[config.mk]
export PLATFORM = sky130hd
export DESIGN_NAME = sync_fifo_param
export DESIGN_NICKNAME = d
export VERILOG_FILES = /design/src/rtl/sync_fifo_pkg.sv /design/src/rtl/sync_fifo_mem.sv /design/src/rtl/sync_fifo_param.sv
export SDC_FILE = /design/constraint.sdc
export NUM_CORES = 1
export LEC_CHECK = 0
export BUFFER_PORTS_ARGS = -buffer_cell sky130_fd_sc_hd__buf_2
export CORE_AREA = 4 4 194 196
export CTS_CLUSTER_DIAMETER = 40
export DETAILED_ROUTE_END_ITERATION = 10
export DIE_AREA = 0 0 198 200
export PLACE_DENSITY = 0.85
export SLEW_MARGIN = 20
export SYNTH_ARGS = -nofsm -noshare
export SYNTH_HDL_FRONTEND = slang
export SYNTH_HIERARCHICAL = 1
export SYNTH_SLANG_ARGS = --single-unit
export TNS_END_PERCENT = 20
[constraint.sdc]
create_clock -name clk -period 4.4 [get_ports clk]
set_input_delay 0.88 -clock clk [delete_from_list [all_inputs] [get_ports clk]]
set_output_delay 0.88 -clock clk [all_outputs]
set_load 0.01 [all_outputs]
[src/rtl/sync_fifo_pkg.sv]
// Shared defaults and sizing helpers for the synchronous FIFO.
package sync_fifo_pkg;

  localparam int unsigned DefDataW = 32;
  localparam int unsigned DefDepth = 16;

  // Occupancy needs one extra bit so that count == DEPTH is representable.
  function automatic int unsigned count_width(input int unsigned depth);
    return $clog2(depth) + 1;
  endfunction

endpackage

[src/rtl/sync_fifo_mem.sv]
// FIFO storage: one write port and one synchronous read port with a
// resettable output register that holds its value between reads.
module sync_fifo_mem
  import sync_fifo_pkg::*;
#(
  parameter int unsigned DATA_W = DefDataW,
  parameter int unsigned DEPTH  = DefDepth,
  localparam int unsigned AW    = $clog2(DEPTH)
) (
  input  logic              clk,
  input  logic              rst_n,
  input  logic              wr_en,
  input  logic [AW-1:0]     wr_addr,
  input  logic [DATA_W-1:0] wr_data,
  input  logic              rd_en,
  input  logic [AW-1:0]     rd_addr,
  output logic [DATA_W-1:0] rd_data
);

  logic [DATA_W-1:0] mem_q [DEPTH];
  logic [DATA_W-1:0] rd_data_q;

  // Storage array is deliberately not reset.
  always_ff @(posedge clk) begin
    if (wr_en) begin
      mem_q[wr_addr] <= wr_data;
    end
  end

  // Read register loads only on an accepted read, otherwise holds.
  always_ff @(posedge clk or negedge rst_n) begin
    if (!rst_n) begin
      rd_data_q <= '0;
    end else if (rd_en) begin
      rd_data_q <= mem_q[rd_addr];
    end
  end

  assign rd_data = rd_data_q;

endmodule

[src/rtl/sync_fifo_param.sv]
// Parameterised single-clock FIFO with registered read data, occupancy
// count, threshold flags and sticky overflow/underflow error flags.
module sync_fifo_param
  import sync_fifo_pkg::*;
#(
  parameter int unsigned DATA_W = DefDataW,
  parameter int unsigned DEPTH  = DefDepth,
  parameter int unsigned AF_LVL = DEPTH - 2,
  parameter int unsigned AE_LVL = 2,
  localparam int unsigned CW    = count_width(DEPTH)
) (
  input  logic              clk,
  input  logic              rst_n,
  input  logic              wr_en,
  input  logic [DATA_W-1:0] wr_data,
  input  logic              rd_en,
  output logic [DATA_W-1:0] rd_data,
  output logic              rd_valid,
  output logic              full,
  output logic              empty,
  output logic              almost_full,
  output logic              almost_empty,
  output logic [CW-1:0]     count,
  input  logic              clr_err,
  output logic              overflow,
  output logic              underflow
);

  localparam int unsigned AW = $clog2(DEPTH);

  localparam logic [CW-1:0] DepthC = CW'(DEPTH);
  localparam logic [CW-1:0] AfLvlC = CW'(AF_LVL);
  localparam logic [CW-1:0] AeLvlC = CW'(AE_LVL);

  if ((DEPTH < 2) || ((DEPTH & (DEPTH - 1)) != 0)) begin : gen_bad_depth
    $error("sync_fifo_param: DEPTH must be a power of two and >= 2");
  end
  if (AE_LVL >= AF_LVL) begin : gen_bad_levels
    $error("sync_fifo_param: AE_LVL must be below AF_LVL");
  end

  logic [AW-1:0] wr_ptr_q, wr_ptr_d;
  logic [AW-1:0] rd_ptr_q, rd_ptr_d;
  logic [CW-1:0] count_q, count_d;
  logic          rd_valid_q;
  logic          overflow_q, overflow_d;
  logic          underflow_q, underflow_d;
  logic          wr_acc, rd_acc;

  // Flags decode registered occupancy only.
  always_comb begin
    full         = (count_q == DepthC);
    empty        = (count_q == '0);
    almost_full  = (count_q >= AfLvlC);
    almost_empty = (count_q <= AeLvlC);
  end

  // Acceptance, pointer/count next state and sticky error flags (set wins over clear).
  always_comb begin
    wr_acc   = wr_en && !full;
    rd_acc   = rd_en && !empty;
    wr_ptr_d = wr_acc ? wr_ptr_q + AW'(1) : wr_ptr_q;
    rd_ptr_d = rd_acc ? rd_ptr_q + AW'(1) : rd_ptr_q;
    count_d  = count_q;
    case ({wr_acc, rd_acc})
      2'b10:   count_d = count_q + CW'(1);
      2'b01:   count_d = count_q - CW'(1);
      default: count_d = count_q;
    endcase
    overflow_d  = (wr_en && full)  || (overflow_q  && !clr_err);
    underflow_d = (rd_en && empty) || (underflow_q && !clr_err);
  end

  // Control state register.
  always_ff @(posedge clk or negedge rst_n) begin
    if (!rst_n) begin
      wr_ptr_q    <= '0;
      rd_ptr_q    <= '0;
      count_q     <= '0;
      rd_valid_q  <= 1'b0;
      overflow_q  <= 1'b0;
      underflow_q <= 1'b0;
    end else begin
      wr_ptr_q    <= wr_ptr_d;
      rd_ptr_q    <= rd_ptr_d;
      count_q     <= count_d;
      rd_valid_q  <= rd_acc;
      overflow_q  <= overflow_d;
      underflow_q <= underflow_d;
    end
  end

  sync_fifo_mem #(
    .DATA_W (DATA_W),
    .DEPTH  (DEPTH)
  ) u_mem (
    .clk     (clk),
    .rst_n   (rst_n),
    .wr_en   (wr_acc),
    .wr_addr (wr_ptr_q),
    .wr_data (wr_data),
    .rd_en   (rd_acc),
    .rd_addr (rd_ptr_q),
    .rd_data (rd_data)
  );

  assign count     = count_q;
  assign rd_valid  = rd_valid_q;
  assign overflow  = overflow_q;
  assign underflow = underflow_q;

endmodule

# Word-level counts from Yosys, hierarchy flattened
# Memory sizes are Yosys's and may differ from the RTL's. A register that Yosys moved wholly into a read port is not among the register bits.
# Index checks and enable logic that the tools add are counted.
[op_classes]
add_sub_neg = 4
n_mul = 0
div_mod_pow = 0
n_lt_le_gt_ge = 2
eq_ne = 3
n_shift = 0
muxes = 3
n_bitwise = 0
n_reduce_logical = 14
[op_table]
columns = ["cell", "n"]
rows = [
  ["case mux 5 bit (2 select lines)", 1],
  ["adder 4 x 1 -> 4 bit, second input constant", 2],
  ["logical AND 1 bit", 6],
  ["adder 5 x 1 -> 5 bit, second input constant", 1],
  ["equality test 5 bit, second input constant", 1],
  ["greater-or-equal comparator 5 x 4 -> 1 bit, second input constant", 1],
  ["less-or-equal comparator 5 x 2 -> 1 bit, second input constant", 1],
  ["logical NOT 5 bit", 1],
  ["subtractor 5 x 1 -> 5 bit, second input constant", 1],
  ["logical NOT 1 bit", 4],
  ["equality test 2 x 1 -> 1 bit, second input constant", 1],
  ["equality test 2 bit, second input constant", 1],
  ["logical OR 1 bit", 2],
  ["2-to-1 mux 1 bit", 2],
  ["nonzero test 2 bit", 1],
]
[totals]
register_bits = 16
latch_bits = 0
ramBits = 512
romBits = 0
inputBits = 37
out_inout_bits = 44
elab_cells = 33
memories = 1
[mem_list]
columns = ["name", "depth", "width", "rd", "rd_ports_with_merged_regs", "wr", "line_no", "source"]
rows = [
  ["u_mem.mem_q", 16, 32, 1, 1, 1, "sync_fifo_mem.sv:20", "logic [DATA_W-1:0] mem_q [DEPTH];"],
]

# Logic depth before layout (Yosys ltp)
[depth]
ltp_word = 5
ltp_mapped = 12
depth_no_buf = 10

# Modules after synthesis
# The synthesis kept the hierarchy.
[modules_own_cells]
columns = ["module", "n_inst", "cells_per_inst", "area_each_um2", "seq_area_each_um2"]
rows = [
  ["sync_fifo_mem", 1, 876, 20788.7, 16175.5],
  ["sync_fifo_param", 1, 71, 824.5, 400.4],
]

# Worst setup path after synthesis
# OpenSTA, ideal clock, no wires.
[synth_timing]
path_kind = "register to register"
startpoint = "register count_q[1] (netlist: count[1])"
endpoint = "memory u_mem/mem_q[0][0] (netlist name), enable pin"
setup_time_ns = 0.461
arrival_ns = 3.752
t_required_ns = 3.939
slack_ns = 0.187
path_stages_with_launch = 8
n_path_buf = 1
period_less_slack_ns = 4.213
cell_sequence = "dfrtp_1 -> buf_2 -> nor4_2 -> and2_4 -> nand2b_4 -> inv_4 -> or3b_2 -> nor3_1"
[synth_via]
elab_chain_cells = 5
[synth_rtl]
columns = ["element", "line_no", "source"]
rows = [
  ["from (decl)", "sync_fifo_param.sv:44", "logic [CW-1:0] count_q, count_d;"],
  ["from (signal assigned)", "sync_fifo_param.sv:86", "count_q <= count_d;"],
  ["equality test 5 bit", "sync_fifo_param.sv:52", "full = (count_q == DepthC);"],
  ["net full", "sync_fifo_param.sv:19", "output logic full,"],
  ["logical NOT 1 bit", "sync_fifo_param.sv:60", "wr_acc = wr_en && !full;"],
  ["logical AND 1 bit", "sync_fifo_param.sv:60", ""],
  ["net wr_acc", "sync_fifo_param.sv:48", "logic wr_acc, rd_acc;"],
  ["2-to-1 mux 1 bit", "sync_fifo_mem.sv:25", "if (wr_en) begin"],
  ["2-to-1 mux 1 bit (implied by the code)", "sync_fifo_mem.sv:26", "mem_q[wr_addr] <= wr_data;"],
  ["to (decl)", "sync_fifo_mem.sv:20", ""],
]
# The timed path passes the listed nets, and every way through them passes these cells.

# Worst setup path after layout
[layout_timing]
startpoint = "register count_q[2] (netlist: count[2])"
endpoint = "memory u_mem/mem_q[1][6] (netlist name), enable pin"
[layout_via]
elab_chain_cells = 5
[layout_rtl]
columns = ["element", "line_no"]
rows = [
  ["equality test 5 bit", "sync_fifo_param.sv:52"],
  ["logical NOT 1 bit", "sync_fifo_param.sv:60"],
  ["logical AND 1 bit", "sync_fifo_param.sv:60"],
  ["net wr_acc", "sync_fifo_param.sv:48"],
  ["2-to-1 mux 1 bit", "sync_fifo_mem.sv:25"],
  ["2-to-1 mux 1 bit (implied by the code)", "sync_fifo_mem.sv:26"],
]
# The timed path passes the listed nets, and every way through them passes these cells.

==> metrics.txt <==
antenna diode instance count 0; post-route insts no fill 1578; Worst Path Class, Setup flip-flop to flip-flop; aggregate global-route resource usage 0.248; Seq/Total Area, Yosys 0.767; chip height 200 um; first-pass GRT wire length 72.2 mm; final setup TNS 0 ps; area taken by flip-flops and latches 0.0166 mm^2; Slew headroom 0.250; global placer's final weighted congestion 0.794; Horiz. Die Dim 198 um; post-synth design cell area 0.0216 mm^2; unrepaired setup endpoints after global routing false; slew at the pin closest to its max-slew limit 1120 ps; count of pins on the block boundary 81; worst-case vdd ir drop 396 uV; clock tree buffer depth 3; sum of routed wire length over all layers 48.8 mm; CTS sink count 560; number of flops mapped to enable cells by yosys 512; Post-synth top flop sky130_fd_sc_hd__edfxtp_1; Crit path largest cell delay 600 ps; Final Cycle Share 0.695; R2R cell count 7; clock network latency to the later pin of the worst-skew pair 600 ps; startpoint of the lowest-slack register-to-register path count[2]$_DFFE_PN0P_; Remaining DRCs 0; data arrival time of the worst path 3290 ps; Detail Route Antenna Nets 0; global route total overflow 0; layout-stage area growth over the synthesis result 13.5%; outcome completed; Pleak 8.08 nW; mean area per synthesized cell 22.8 um^2; largest clock skew in the final design 18.3 ps; class of the tightest hold or removal check input pin to async pin; initial drt markers 1277; warning count from the yosys run 6; highest clock frequency the design can meet 0.327 GHz; via count of the first global-routing pass 11000; Max Slew Vio Count 0; sort of element at the start of the critical path flip-flop; CTS Root Cell sky130_fd_sc_hd__clkbuf_16; half-perimeter wire length after placement 25.3 mm; Hold Worst Slack 313 ps; master of the slowest instance on the critical path sky130_fd_sc_hd__or3b_2; via density per instance 6.69; Seq cells post-synth 560; final-report hold violation count 0; area of the multi-input gates 0.00469 mm^2; Crit Reg-Reg Endpoint u_mem/mem_q[1][6]$_DFFE_PP_; buffers added on ports 80; maximum number of pins on one net before global-route repair 49; total via count in the routed design 10600; number of antenna violations at the first check in global routing 0; total of max-cap violations 0; core region area 0.0361 mm^2; fraction of registers with async set or reset after synthesis 0.0857; share of layout cells above drive strength 1 0.349; Clock Pin Slew Worst Setup and Hold Paths 60 ps; CTS-repair resized insts 0; r2r setup slk 1340 ps; routed length per instance 31.0 um; post-synthesis cell count 947; Syn Nets 989; endpoint kind of the worst setup timing path flip-flop; time the final worst path needs with I/O delays and setup 3060 ps; Die ar. 0.0396 mm^2; H-tree levels 2; count of final setup violators 0; Final #Nets 1105; clock tree from TritonCTS done; placed cells 1467; peak fanout along the critical path 22; floorplan row count 70; number of buffers created by CTS 58; cells along the critical path nor4_2 > and2_4 > nand2b_4 > inv_4 > or3b_2 > nor2_4 > buf_4; hold buffers post-CTS 0; setup fix buffers added after clock tree synthesis 0; number of detailed-route iterations in the first pass 7; Data required, critical path 4630 ps; Power Density 664 mW/mm^2; count of different cell masters after synthesis 47; Filler Cell Count 2066; effective utilization at floorplan 0.599; Total Power 0.0163 W
-- metal layers --
metal | up-vias | wire length (um) | global-route usage
met5 | - | 0 | 0
met4 | 0 | 1390 | 0.0834
li1 | 4258 | - | -
met3 | 107 | 4460 | 0.0502
met2 | 711 | 24900 | 0.404
met1 | 5484 | 18100 | 0.344
-- area by class of cell --
cell class / count / share of cell area
clock inverters: 37 / 0.0138
flip-flops and latches: 560 / 0.676
inverters: 3 / 0.000561
repair buffers: 109 / 0.0294
clock buffers: 70 / 0.0647
multi-input cells: 331 / 0.191
well taps: 468 / 0.0239
-- power breakdown --
part	switching, W	leakage [nW]	internal, W
sequential	0.000605	5.17	0.00656
combinational	0.00230	1.97	0.00197
clock	0.00207	0.943	0.00278
-- how the worst max path moves through the flow --
stage,startpoint,endpoint,slack [ps],depth (start not counted)
floorplan,count[1]$_DFFE_PN0P_,u_mem/mem_q[0][0]$_DFFE_PP_,190,7
global placement,wr_en,u_mem/mem_q[3][8]$_DFFE_PP_,1370,5
detailed placement,wr_en,u_mem/mem_q[8][1]$_DFFE_PP_,1170,6
CTS,count[2]$_DFFE_PN0P_,u_mem/mem_q[8][5]$_DFFE_PP_,1170,7
global route,count[1]$_DFFE_PN0P_,u_mem/mem_q[1][6]$_DFFE_PP_,1240,7
finish,count[2]$_DFFE_PN0P_,u_mem/mem_q[1][6]$_DFFE_PP_,1340,7
-- through the flow --
step / setup WS (ps) / instance area (um^2) / util
finish: 1340 / 24500 / 0.680
global route: 1240 / 24500 / 0.680
CTS: 1170 / 24400 / 0.677
detailed placement: 1170 / 22500 / 0.623
global placement: 1370 / 22500 / 0.623
floorplan: 187 / 21600 / -
-- logic make-up after synthesis --
| kind of cell | count (synthesis) | synth area share |
|---|---|---|
| AOI/OAI and AO/OA | 74 | 0.0350 |
| DFF | 560 | 0.767 |
| muxes | 163 | 0.151 |
| xor gates and xnor gates | 12 | 0.00486 |
| buffers and inverters | 56 | 0.0221 |
| and+or+nand+nor | 77 | 0.0168 |
| adders and majority gates | 5 | 0.00289 |
-- critical path, delay by kind of cell, from the launching register on --
family / cells / cell delay [ps]
buffers and inverters: 2 / 610
DFF: 1 / 540
and+or+nand+nor: 5 / 1530
-- cell usage in the layout (no fill, tap or decap), types with 6 or more instances in the layout --
cell | Yosys | final
sky130_fd_sc_hd__mux4_1 | 8 | 8
sky130_fd_sc_hd__mux2i_1 | 32 | 32
sky130_fd_sc_hd__nor2_1 | 46 | 34
sky130_fd_sc_hd__xnor2_1 | 6 | 6
sky130_fd_sc_hd__dfrtp_1 | 48 | 45
sky130_fd_sc_hd__edfxtp_1 | 512 | 512
sky130_fd_sc_hd__o22ai_2 | 10 | 10
sky130_fd_sc_hd__nor2_4 | 0 | 12
sky130_fd_sc_hd__clkinv_1 | 0 | 9
sky130_fd_sc_hd__a221oi_1 | 9 | 9
sky130_fd_sc_hd__clkbuf_16 | 0 | 59
sky130_fd_sc_hd__mux4_2 | 120 | 120
sky130_fd_sc_hd__xor2_1 | 6 | 6
sky130_fd_sc_hd__o22ai_1 | 22 | 22
sky130_fd_sc_hd__a221oi_2 | 23 | 23
sky130_fd_sc_hd__buf_2 | 11 | 80
sky130_fd_sc_hd__clkinv_2 | 0 | 8
sky130_fd_sc_hd__buf_4 | 8 | 22
sky130_fd_sc_hd__clkbuf_8 | 1 | 7
-- synthesized netlist by cell type (2+ instances only) --
cell type / n / area share
sky130_fd_sc_hd__buf_4: 8 / 0.0028
sky130_fd_sc_hd__nand2b_1: 4 / 0.0012
sky130_fd_sc_hd__mux4_2: 120 / 0.13
sky130_fd_sc_hd__a221oi_2: 23 / 0.016
sky130_fd_sc_hd__o22ai_2: 10 / 0.0058
sky130_fd_sc_hd__clkbuf_1: 11 / 0.0019
sky130_fd_sc_hd__edfxtp_1: 512 / 0.71
sky130_fd_sc_hd__nand4_1: 2 / 0.00058
sky130_fd_sc_hd__ha_1: 5 / 0.0029
sky130_fd_sc_hd__o22ai_1: 22 / 0.0064
sky130_fd_sc_hd__nor2_1: 46 / 0.0080
sky130_fd_sc_hd__a22o_1: 2 / 0.00081
sky130_fd_sc_hd__buf_6: 9 / 0.0047
sky130_fd_sc_hd__xnor2_1: 6 / 0.0024
sky130_fd_sc_hd__dfrtp_1: 48 / 0.056
sky130_fd_sc_hd__buf_12: 6 / 0.0056
sky130_fd_sc_hd__nor3_1: 6 / 0.0014
sky130_fd_sc_hd__mux4_1: 8 / 0.0097
sky130_fd_sc_hd__a221oi_1: 9 / 0.0036
sky130_fd_sc_hd__buf_2: 11 / 0.0025
sky130_fd_sc_hd__nand2_1: 5 / 0.00087
sky130_fd_sc_hd__buf_8: 2 / 0.0014
sky130_fd_sc_hd__mux2_2: 2 / 0.0010
sky130_fd_sc_hd__mux2i_1: 32 / 0.015
sky130_fd_sc_hd__xor2_1: 6 / 0.0024
sky130_fd_sc_hd__nand3_1: 3 / 0.00069
sky130_fd_sc_hd__a21oi_1: 3 / 0.00069
sky130_fd_sc_hd__nand3b_1: 2 / 0.00069
sky130_fd_sc_hd__inv_1: 2 / 0.00035
sky130_fd_sc_hd__and2_1: 2 / 0.00058
sky130_fd_sc_hd__dlygate4sd1_1: 4 / 0.0016
-- sequential cells by signal (all words and copies together) (netlist names) --
register,cells
overflow,1
u_mem/rd_data,32
count,5
wr_ptr_q,4
u_mem/mem_q,512
rd_valid,1
underflow,1
rd_ptr_q,4
Power figures use the tool's default switching activity.
